==> config.mk <==
export PLATFORM = sky130hd
export DESIGN_NAME = cp0_exc_ctrl
export DESIGN_NICKNAME = d
export VERILOG_FILES = /design/src/rtl/cp0_exc_ctrl.sv
export SDC_FILE = /design/constraint.sdc
export NUM_CORES = 1
export LEC_CHECK = 0
export ABC_AREA = 1
export BUFFER_PORTS_ARGS = -buffer_cell sky130_fd_sc_hd__buf_4
export CORE_MARGIN = 2
export CORE_UTILIZATION = 35
export CTS_CLUSTER_SIZE = 10
export DETAILED_ROUTE_END_ITERATION = 8
export PLACE_DENSITY = 0.71
export SLEW_MARGIN = 20
export SYNTH_ARGS = -nofsm -noshare
export SYNTH_HDL_FRONTEND = slang
export SYNTH_SLANG_ARGS = --single-unit
==> constraint.sdc <==
create_clock -name clk -period 3.1 [get_ports clk]
set_input_delay 0 -clock clk [delete_from_list [all_inputs] [get_ports clk]]
set_output_delay 0 -clock clk [all_outputs]
set_load 0.01 [all_outputs]
==> src/rtl/cp0_exc_ctrl.sv <==
`default_nettype none
// ============================================================================
//  Module      : cp0_exc_ctrl
//  Description : Coprocessor-0 exception / interrupt controller. Decides when
//                to take an exception or interrupt, records EPC/Cause/SR,
//                serves mfc0/mtc0/eret and supplies the handler and return
//                addresses to fetch.
//  Revision    : 1.0 - initial release
// ============================================================================
module cp0_exc_ctrl #(
  parameter logic [31:0] PRID    = 32'h2019_1217,
  parameter logic [31:0] HANDLER = 32'h0000_4180
) (
  input  logic        clk,
  input  logic        reset,
  input  logic [31:0] pc_victim,
  input  logic        bd_victim,
  input  logic [4:0]  exc_code,
  input  logic [5:0]  hw_int,
  input  logic [4:0]  a1,
  input  logic [4:0]  a2,
  input  logic [31:0] din,
  input  logic        we,
  input  logic        eret,
  output logic [31:0] dout,
  output logic        int_req,
  output logic [31:0] handler_pc,
  output logic [31:0] epc_out
);

  localparam logic [4:0] C_REG_SR    = 5'd12;
  localparam logic [4:0] C_REG_CAUSE = 5'd13;
  localparam logic [4:0] C_REG_EPC   = 5'd14;
  localparam logic [4:0] C_REG_PRID  = 5'd15;

  // The FSM state is the architectural EXL bit.
  typedef enum logic [0:0] {
    NORMAL = 1'b0,
    IN_EXC = 1'b1
  } state_t;

  state_t      state_q, state_d;
  logic [5:0]  sr_im_q, sr_im_d;
  logic        sr_ie_q, sr_ie_d;
  logic        cause_bd_q, cause_bd_d;
  logic [5:0]  cause_ip_q, cause_ip_d;
  logic [4:0]  cause_exc_q, cause_exc_d;
  logic [31:0] epc_q, epc_d;

  logic        w_exl;
  logic        w_irq;
  logic        w_exc;
  logic        w_sr_wr;
  logic        w_epc_wr;
  logic [31:0] w_epc_target;
  logic        w_unused;

  assign w_exl    = (state_q == IN_EXC);
  assign w_irq    = sr_ie_q & (|(hw_int & sr_im_q));
  assign w_exc    = (exc_code != 5'd0);
  assign int_req  = (state_q == NORMAL) & (w_irq | w_exc) & ~reset;
  assign w_sr_wr  = we & (a2 == C_REG_SR);
  assign w_epc_wr = we & (a2 == C_REG_EPC);

  // A delay-slot victim restarts at its branch; modulo-2^32 wrap is intended.
  assign w_epc_target = (bd_victim ? (pc_victim - 32'd4) : pc_victim) & ~32'd3;

  assign handler_pc = HANDLER;
  assign epc_out    = epc_q;

  // SR bits outside IM/EXL/IE are not stored.
  assign w_unused = &{1'b0, din[31:16], din[9:2]};

  // Next-state: exception entry overrides any same-cycle mtc0/eret.
  always_comb begin
    state_d     = state_q;
    sr_im_d     = sr_im_q;
    sr_ie_d     = sr_ie_q;
    cause_bd_d  = cause_bd_q;
    cause_ip_d  = hw_int;
    cause_exc_d = cause_exc_q;
    epc_d       = epc_q;
    if (int_req) begin
      state_d     = IN_EXC;
      cause_bd_d  = bd_victim;
      cause_exc_d = w_irq ? 5'd0 : exc_code;
      epc_d       = w_epc_target;
    end else begin
      if (w_sr_wr) begin
        sr_im_d = din[15:10];
        sr_ie_d = din[0];
        state_d = din[1] ? IN_EXC : NORMAL;
      end
      // eret's EXL clear takes precedence over a same-cycle SR write.
      if (eret) begin
        state_d = NORMAL;
      end
      if (w_epc_wr) begin
        epc_d = din & ~32'd3;
      end
    end
  end

  // State registers with synchronous reset.
  always_ff @(posedge clk) begin
    if (reset) begin
      state_q     <= NORMAL;
      sr_im_q     <= 6'd0;
      sr_ie_q     <= 1'b0;
      cause_bd_q  <= 1'b0;
      cause_ip_q  <= 6'd0;
      cause_exc_q <= 5'd0;
      epc_q       <= 32'd0;
    end else begin
      state_q     <= state_d;
      sr_im_q     <= sr_im_d;
      sr_ie_q     <= sr_ie_d;
      cause_bd_q  <= cause_bd_d;
      cause_ip_q  <= cause_ip_d;
      cause_exc_q <= cause_exc_d;
      epc_q       <= epc_d;
    end
  end

  // mfc0 read port returns the pre-edge register contents.
  always_comb begin
    dout = 32'd0;
    case (a1)
      C_REG_SR:    dout = {16'd0, sr_im_q, 8'd0, w_exl, sr_ie_q};
      C_REG_CAUSE: dout = {cause_bd_q, 15'd0, cause_ip_q, 3'd0, cause_exc_q, 2'd0};
      C_REG_EPC:   dout = epc_q;
      C_REG_PRID:  dout = PRID;
      default:     dout = 32'd0;
    endcase
  end

endmodule
`default_nettype wire
==> impl_metrics.tcl, run 1 <==
set metrics [dict create \
    yosysWarnings 0 \
    post_cts_resized 0 \
    core_area_um2 10400 \
    outcome "finished, final reports clean" \
    floorplan.rows 37 \
    ctsRootBufferMaster "clkbuf_8" \
    multi_input_area_um2 2230 \
    crit_fanout 27 \
    via_count 4345 \
    grt_first_pass_wirelength_mm 19.5 \
    power_density_nw_per_um2 340 \
    clkTransAtPathRegs_ps 100 \
    ys_ff_latch 50 \
    port_buffers 150 \
    ant_nets 0 \
    fill_cells 1103 \
    async_reset_ff_share_pct 0 \
    h-tree-depth 2 \
    final_layout_size_suffix_gt1_share_pct 22.9 \
    firstDrtPassIters 4 \
    postRouteWirelength_mm 12.6 \
    post_cts_buffers 0 \
    drc 0 \
    worst_hold_slack_ps 37.9 \
    finalHoldViolCount 0 \
    die_height_um 107 \
    criticalPathCategory "primary input to flip-flop" \
    cp.arrival_ps 2280 \
    clock_latency_ps 300 \
    grt_pass1_vias 3922 \
    synth_most_common_cell "nand2_1" \
    period_share_pct 67.9 \
    grt_antenna_before_repair 0 \
    die_area_um2 11500 \
    synth_top_area_cell "dfxtp_1" \
    dp_slack_ps 1100 \
    groute.usage.overall_pct 21.5 \
    final_util_pct 49.8 \
    cts_made_buffers 5 \
    syn_to_final_growth_pct 38.0 \
    finalCriticalPeriod_ps 2110 \
    final_nets 879 \
    gp_congestion 0.895 \
    critPathSlowestCell "dlygate4sd3_1" \
    crit_required_ps 3270 \
    p_leak_nw 2.57 \
    via_per_inst 4.70 \
    grt_max_degree 43 \
    synth_area_per_cell_um2 5.94 \
    maxSlewViolCount 0 \
    worst_ir_drop_vdd_uv 201 \
    initial_utilization_pct 36.1 \
    cp_cell_sequence "dlygate4sd3_1 > buf_4 > nand2_1 > nand4_1 > o21ai_4 > nand2_2 > nand2_2 > buf_4 > nand2_1 > nand2_1 > a21oi_1" \
    synth_area_leaders "dfxtp_1 (27%), nand2_1 (18%), nor2_1 (10%), buf_4 (7.8%), inv_1 (6.9%)" \
    cts_buffer_depth 2 \
    synth_edf_count 0 \
    synth_top_area_share_pct 26.7 \
    synthCells 630 \
    synthTopCellsByCount "nand2_1 (182), nor2_1 (101), inv_1 (69)" \
    dpl.hpwl_mm 9.81 \
    rsz0062_at_grt "false" \
    seq_area_um2 1000 \
    tns_ps 0 \
    end_kind "flip-flop" \
    detail_route.iter0.violations 265 \
    critPathMaxStageDelay_ps 550 \
    slew_headroom_pct 61.6 \
    max_freq_ghz 0.475 \
    crit_path_frequent_cell "nand2_1" \
    clkSinkCount 50 \
    drt-wirelength-per-cell_um 13.6 \
    maxCapViolations 0 \
    synth_ff_type "dfxtp_1" \
    setup_viol 0 \
    ios 187 \
    gr-total-overflow 0 \
    die_w_um 107 \
    critPathLaunchType "primary input" \
    ys_seq_area_share_pct 26.7 \
    antenna_cells 0 \
    syn_area_um2 3740 \
    min_path_type "primary input to flip-flop" \
    skew_ps 9.58 \
    worstMarginPinSlew_ps 572 \
    yosysUniqueCellTypes 37 \
    fin_ws_ps 995 \
    cts_tree "yes" \
]
state kept, by name, summed over array words and instances, names as in the netlist:
| name | cells |
|---|---|
| epc_out | 30 |
| cause_ip_q | 6 |
| sr_im_q | 6 |
| cause_exc_q | 5 |
| cause_bd_q | 1 |
| sr_ie_q | 1 |
| state_q | 1 |
final cells by class:
class / count / area share (%)
multi-input combinational: 486 / 43.1
timing repair buffer: 175 / 26.4
clock buffer: 6 / 1.60
sequential: 50 / 19.4
inverter: 70 / 5.08
tap: 136 / 3.29
clock inverter: 2 / 1.16
critical path: cells and delay by family:
kind | cells | cell delay [ps]
AO/OA/AOI/OAI | 2 | 350
buffers and inverters | 3 | 1070
AND/OR/NAND/NOR | 6 | 830
power by group:
part	internal (W)	total (W)	leakage, nW	switching [W]
sequential	0.000689	0.000722	0.412	0.0000334
combinational	0.000213	0.000467	2.09	0.000254
clock	0.000344	0.000569	0.0714	0.000225
cell usage in the layout, fill, tap and decap left out, types with 4 or more instances in the layout:
| master | netlist | routed |
|---|---|---|
| nand3_1 | 40 | 40 |
| inv_1 | 69 | 69 |
| nand4_1 | 14 | 14 |
| nor3_1 | 5 | 5 |
| nand2_1 | 182 | 182 |
| xor2_1 | 14 | 14 |
| buf_4 | 39 | 155 |
| o21ai_1 | 8 | 8 |
| o21ai_0 | 29 | 29 |
| clkbuf_8 | 0 | 6 |
| nand2_2 | 4 | 4 |
| dlygate4sd3_1 | 0 | 20 |
| nor2_1 | 101 | 101 |
| conb_1 | 2 | 34 |
| dfxtp_1 | 50 | 50 |
| a21oi_1 | 30 | 30 |
worst paths after layout:
kind                            slack [ps]             end           start  depth (start not counted)
worst max register to register        1070     epc_out[31]      sr_im_q[4]                          9
worst max-delay path                   990     epc_out[31]       hw_int[3]                         11
worst min register to register         470  cause_exc_q[0]  cause_exc_q[0]                          2
worst min-delay path                    40     epc_out[29]         din[29]                          5
cells by family after synthesis:
| group | after synthesis | share of synthesized area [%] |
|---|---|---|
| simple gates | 357 | 40.1 |
| mux | 1 | 0.267 |
| buf+inv | 126 | 17.0 |
| flops | 50 | 26.7 |
| xor+xnor | 15 | 3.51 |
| other cells | 2 | 0.201 |
| fa+ha+maj | 1 | 0.334 |
| compound gates | 78 | 11.9 |
metal layers:
| metal | vias up | routed length (um) | share of wire, % | track usage (%) |
|---|---|---|---|---|
| li1 | 2225 | - | - | - |
| met5 | - | 0 | 0 | 0 |
| met3 | 19 | 934 | 7.4 | 2.42 |
| met2 | 197 | 5870 | 47 | 36.5 |
| met4 | 0 | 215 | 1.7 | 6.50 |
| met1 | 1904 | 5550 | 44 | 28.5 |
metrics by stage:
step	area (um2)	instances	power, W
after global routing	5170	925	0.00184
after global placement	4820	897	0.00118
after CTS	5170	925	0.00176
after floorplan	3860	662	0.000989
after detailed placement	4820	897	0.00118
final	5170	925	0.00176
timing repair:
item	4_1_cts	5_1_grt
endpoints found under the setup margin	0	0
hold buffers	20	0
hold endpoints to repair	19	0
Power figures use the tool's default switching activity.
==> run 2, diff against run 1 <==
Clock period 3.1 ns to 2.2 ns, I/O delays scaled along.
==> run 2 against run 1 <==
Effect of this change:
- global-route usage fell by 0.10 points
- wire length fell by 1.7%
- first-iteration DRC count rose by 23%
- via count fell by 1.2%
- sequential share of layout area rose by 0.075 points
- core utilization fell by 0.19 points
- register-to-register slack got worse by 510 ps
- critical path type unchanged
- largest power group unchanged
==> impl_metrics.tcl, run 2 (synthesis gave the netlist of run 1 again) <==
set metrics [dict create \
    final_layout_size_suffix_gt1_share_pct 23.0 \
    groute.usage.overall_pct 21.4 \
    path_buf_inv 3 \
    cp_cell_sequence "dlygate4sd3_1 > buf_4 > nand2_1 > nand4_1 > o21ai_4 > nand2_2 > nand2_2 > buf_4 > nand2_1 > nand2_1 > a21oi_1" \
    end_kind "flip-flop" \
    hold_buffers 20 \
    outcome "finished, final reports clean" \
    cts_buffer_depth 2 \
    slew_headroom_pct 66.5 \
    die_w_um 107 \
    drc 0 \
    cts_tree "yes" \
    period_share_pct 77.3 \
    grt_max_degree 43 \
    gr-total-overflow 0 \
    ctsRootBufferMaster "clkbuf_8" \
    core_area_um2 10400 \
    port_buffers 150 \
    power_density_nw_per_um2 454 \
    crit_fanout 29 \
    drt-wirelength-per-cell_um 13.3 \
    layout_common_cells "nand2_1 (182), buf_4 (157), nor2_1 (101)" \
    final_nets 881 \
    grt_first_pass_wirelength_mm 19.5 \
    detail_route.iter0.violations 326 \
    clockPowerShare_pct 28.3 \
    cp.arrival_ps 1880 \
    clkTransAtPathRegs_ps 100 \
    maxCapViolations 0 \
    via_count 4291 \
    post_cts_buffers 0 \
    gp_congestion 0.899 \
    swShare_pct 31.2 \
    ios 187 \
    grt_pass1_vias 3899 \
    fin_ws_ps 500 \
    postRouteWirelength_mm 12.4 \
    dpl.hpwl_mm 9.77 \
    skew_ps 9.63 \
    via_per_inst 4.63 \
    die_area_um2 11500 \
    p_int_w 0.00161 \
    post_cts_resized 0 \
    cts_made_buffers 5 \
    worstMarginPinSlew_ps 499 \
    seqPwrFrac_pct 43.5 \
    crit_path_frequent_cell "nand2_1" \
    fill_cells 1072 \
    critPathSlowestCell "dlygate4sd3_1" \
    ant_nets 0 \
    largest_reg_flops 30 \
    tns_ps 0 \
    p_leak_nw 2.57 \
    floorplan.rows 37 \
    syn_to_final_growth_pct 37.5 \
    layout_commonest_cell "nand2_1" \
    max_freq_ghz 0.588 \
    comb_power_share_pct 28.2 \
    path_delay_family "buffers and inverters" \
    firstDrtPassIters 5 \
    critPathLaunchType "primary input" \
    grt_antenna_before_repair 0 \
    finalHoldViolCount 0 \
    critPathMaxStageDelay_ps 550 \
    finalCriticalPeriod_ps 1700 \
    setup_viol 0 \
    die_height_um 107 \
    maxSlewViolCount 0 \
    h-tree-depth 2 \
    rsz0062_at_grt "false" \
    min_path_type "primary input to flip-flop" \
    clkSinkCount 50 \
    dp_slack_ps 572 \
    clock_latency_ps 310 \
    antenna_cells 0 \
    criticalPathCategory "primary input to flip-flop" \
    crit_required_ps 2380 \
    initial_utilization_pct 36.1 \
    worst_ir_drop_vdd_uv 239 \
    p_switching_w 0.000728 \
]
[run 2: cell count changes in the layout (fill, tap and decap cells not counted), sizes merged]
cell    change
bufinv      -1
clkinv      +1
clkbuf      -1
buf         +2
[run 2: metal layers]
layer	up-vias	global-route usage (%)	wire length [um]
met5	-	0	0
met4	0	7.23	287
met3	20	2.12	821
met2	169	35.2	5690
met1	1870	29.1	5560
li1	2232	-	-
[run 2: area by class of cell]
type / instances / area [um2] / area share [%]
clock inverter: 2 / 38.8 / 0.754
inverter: 70 / 263 / 5.10
timing repair buffer: 177 / 1380 / 26.8
tap: 136 / 170 / 3.31
multi-input combinational: 486 / 2230 / 43.3
clock buffer: 5 / 68.8 / 1.34
sequential: 50 / 1000 / 19.4
[run 2: final timing paths]
kind                  startpoint              to  slack, ps  depth (start not counted)
hold / removal     pc_victim[16]     epc_out[16]         20                          4
setup / recovery       hw_int[4]     epc_out[27]        500                         11
hold reg to reg   cause_exc_q[0]  cause_exc_q[0]        470                          2
setup reg to reg      sr_im_q[4]     epc_out[27]        560                          9
[run 2: tightest hold or removal path, cell delays in order]
cell	delay, ps
buf_4	110
xor2_1	70
nand2_1	60
a21oi_1	50
[run 2: power by group through the flow]
| stage | combinational, W | clock (W) | sequential (W) |
|---|---|---|---|
| CTS | 0.000656 | 0.000666 | 0.00102 |
| global placement | 0.000623 | 0 | 0.00104 |
| global route | 0.000734 | 0.000700 | 0.00102 |
| finish | 0.000658 | 0.000661 | 0.00102 |
| detailed placement | 0.000626 | 0 | 0.00104 |
| floorplan | 0.000346 | 0 | 0.00105 |
[run 2: through the flow]
| step | utilization, % | hold slack [ps] | cells | power (W) | instance area, um2 |
|---|---|---|---|---|---|
| after global routing | 49.6 | 48.2 | 926 | 0.00246 | 5150 |
| after detailed placement | 46.7 | 220 | 899 | 0.00166 | 4840 |
| after global placement | 46.7 | 213 | 899 | 0.00166 | 4840 |
| after floorplan | - | 107 | 662 | 0.00139 | 3860 |
| final | 49.6 | 18.3 | 926 | 0.00234 | 5150 |
| after CTS | 49.6 | 16.3 | 926 | 0.00234 | 5150 |
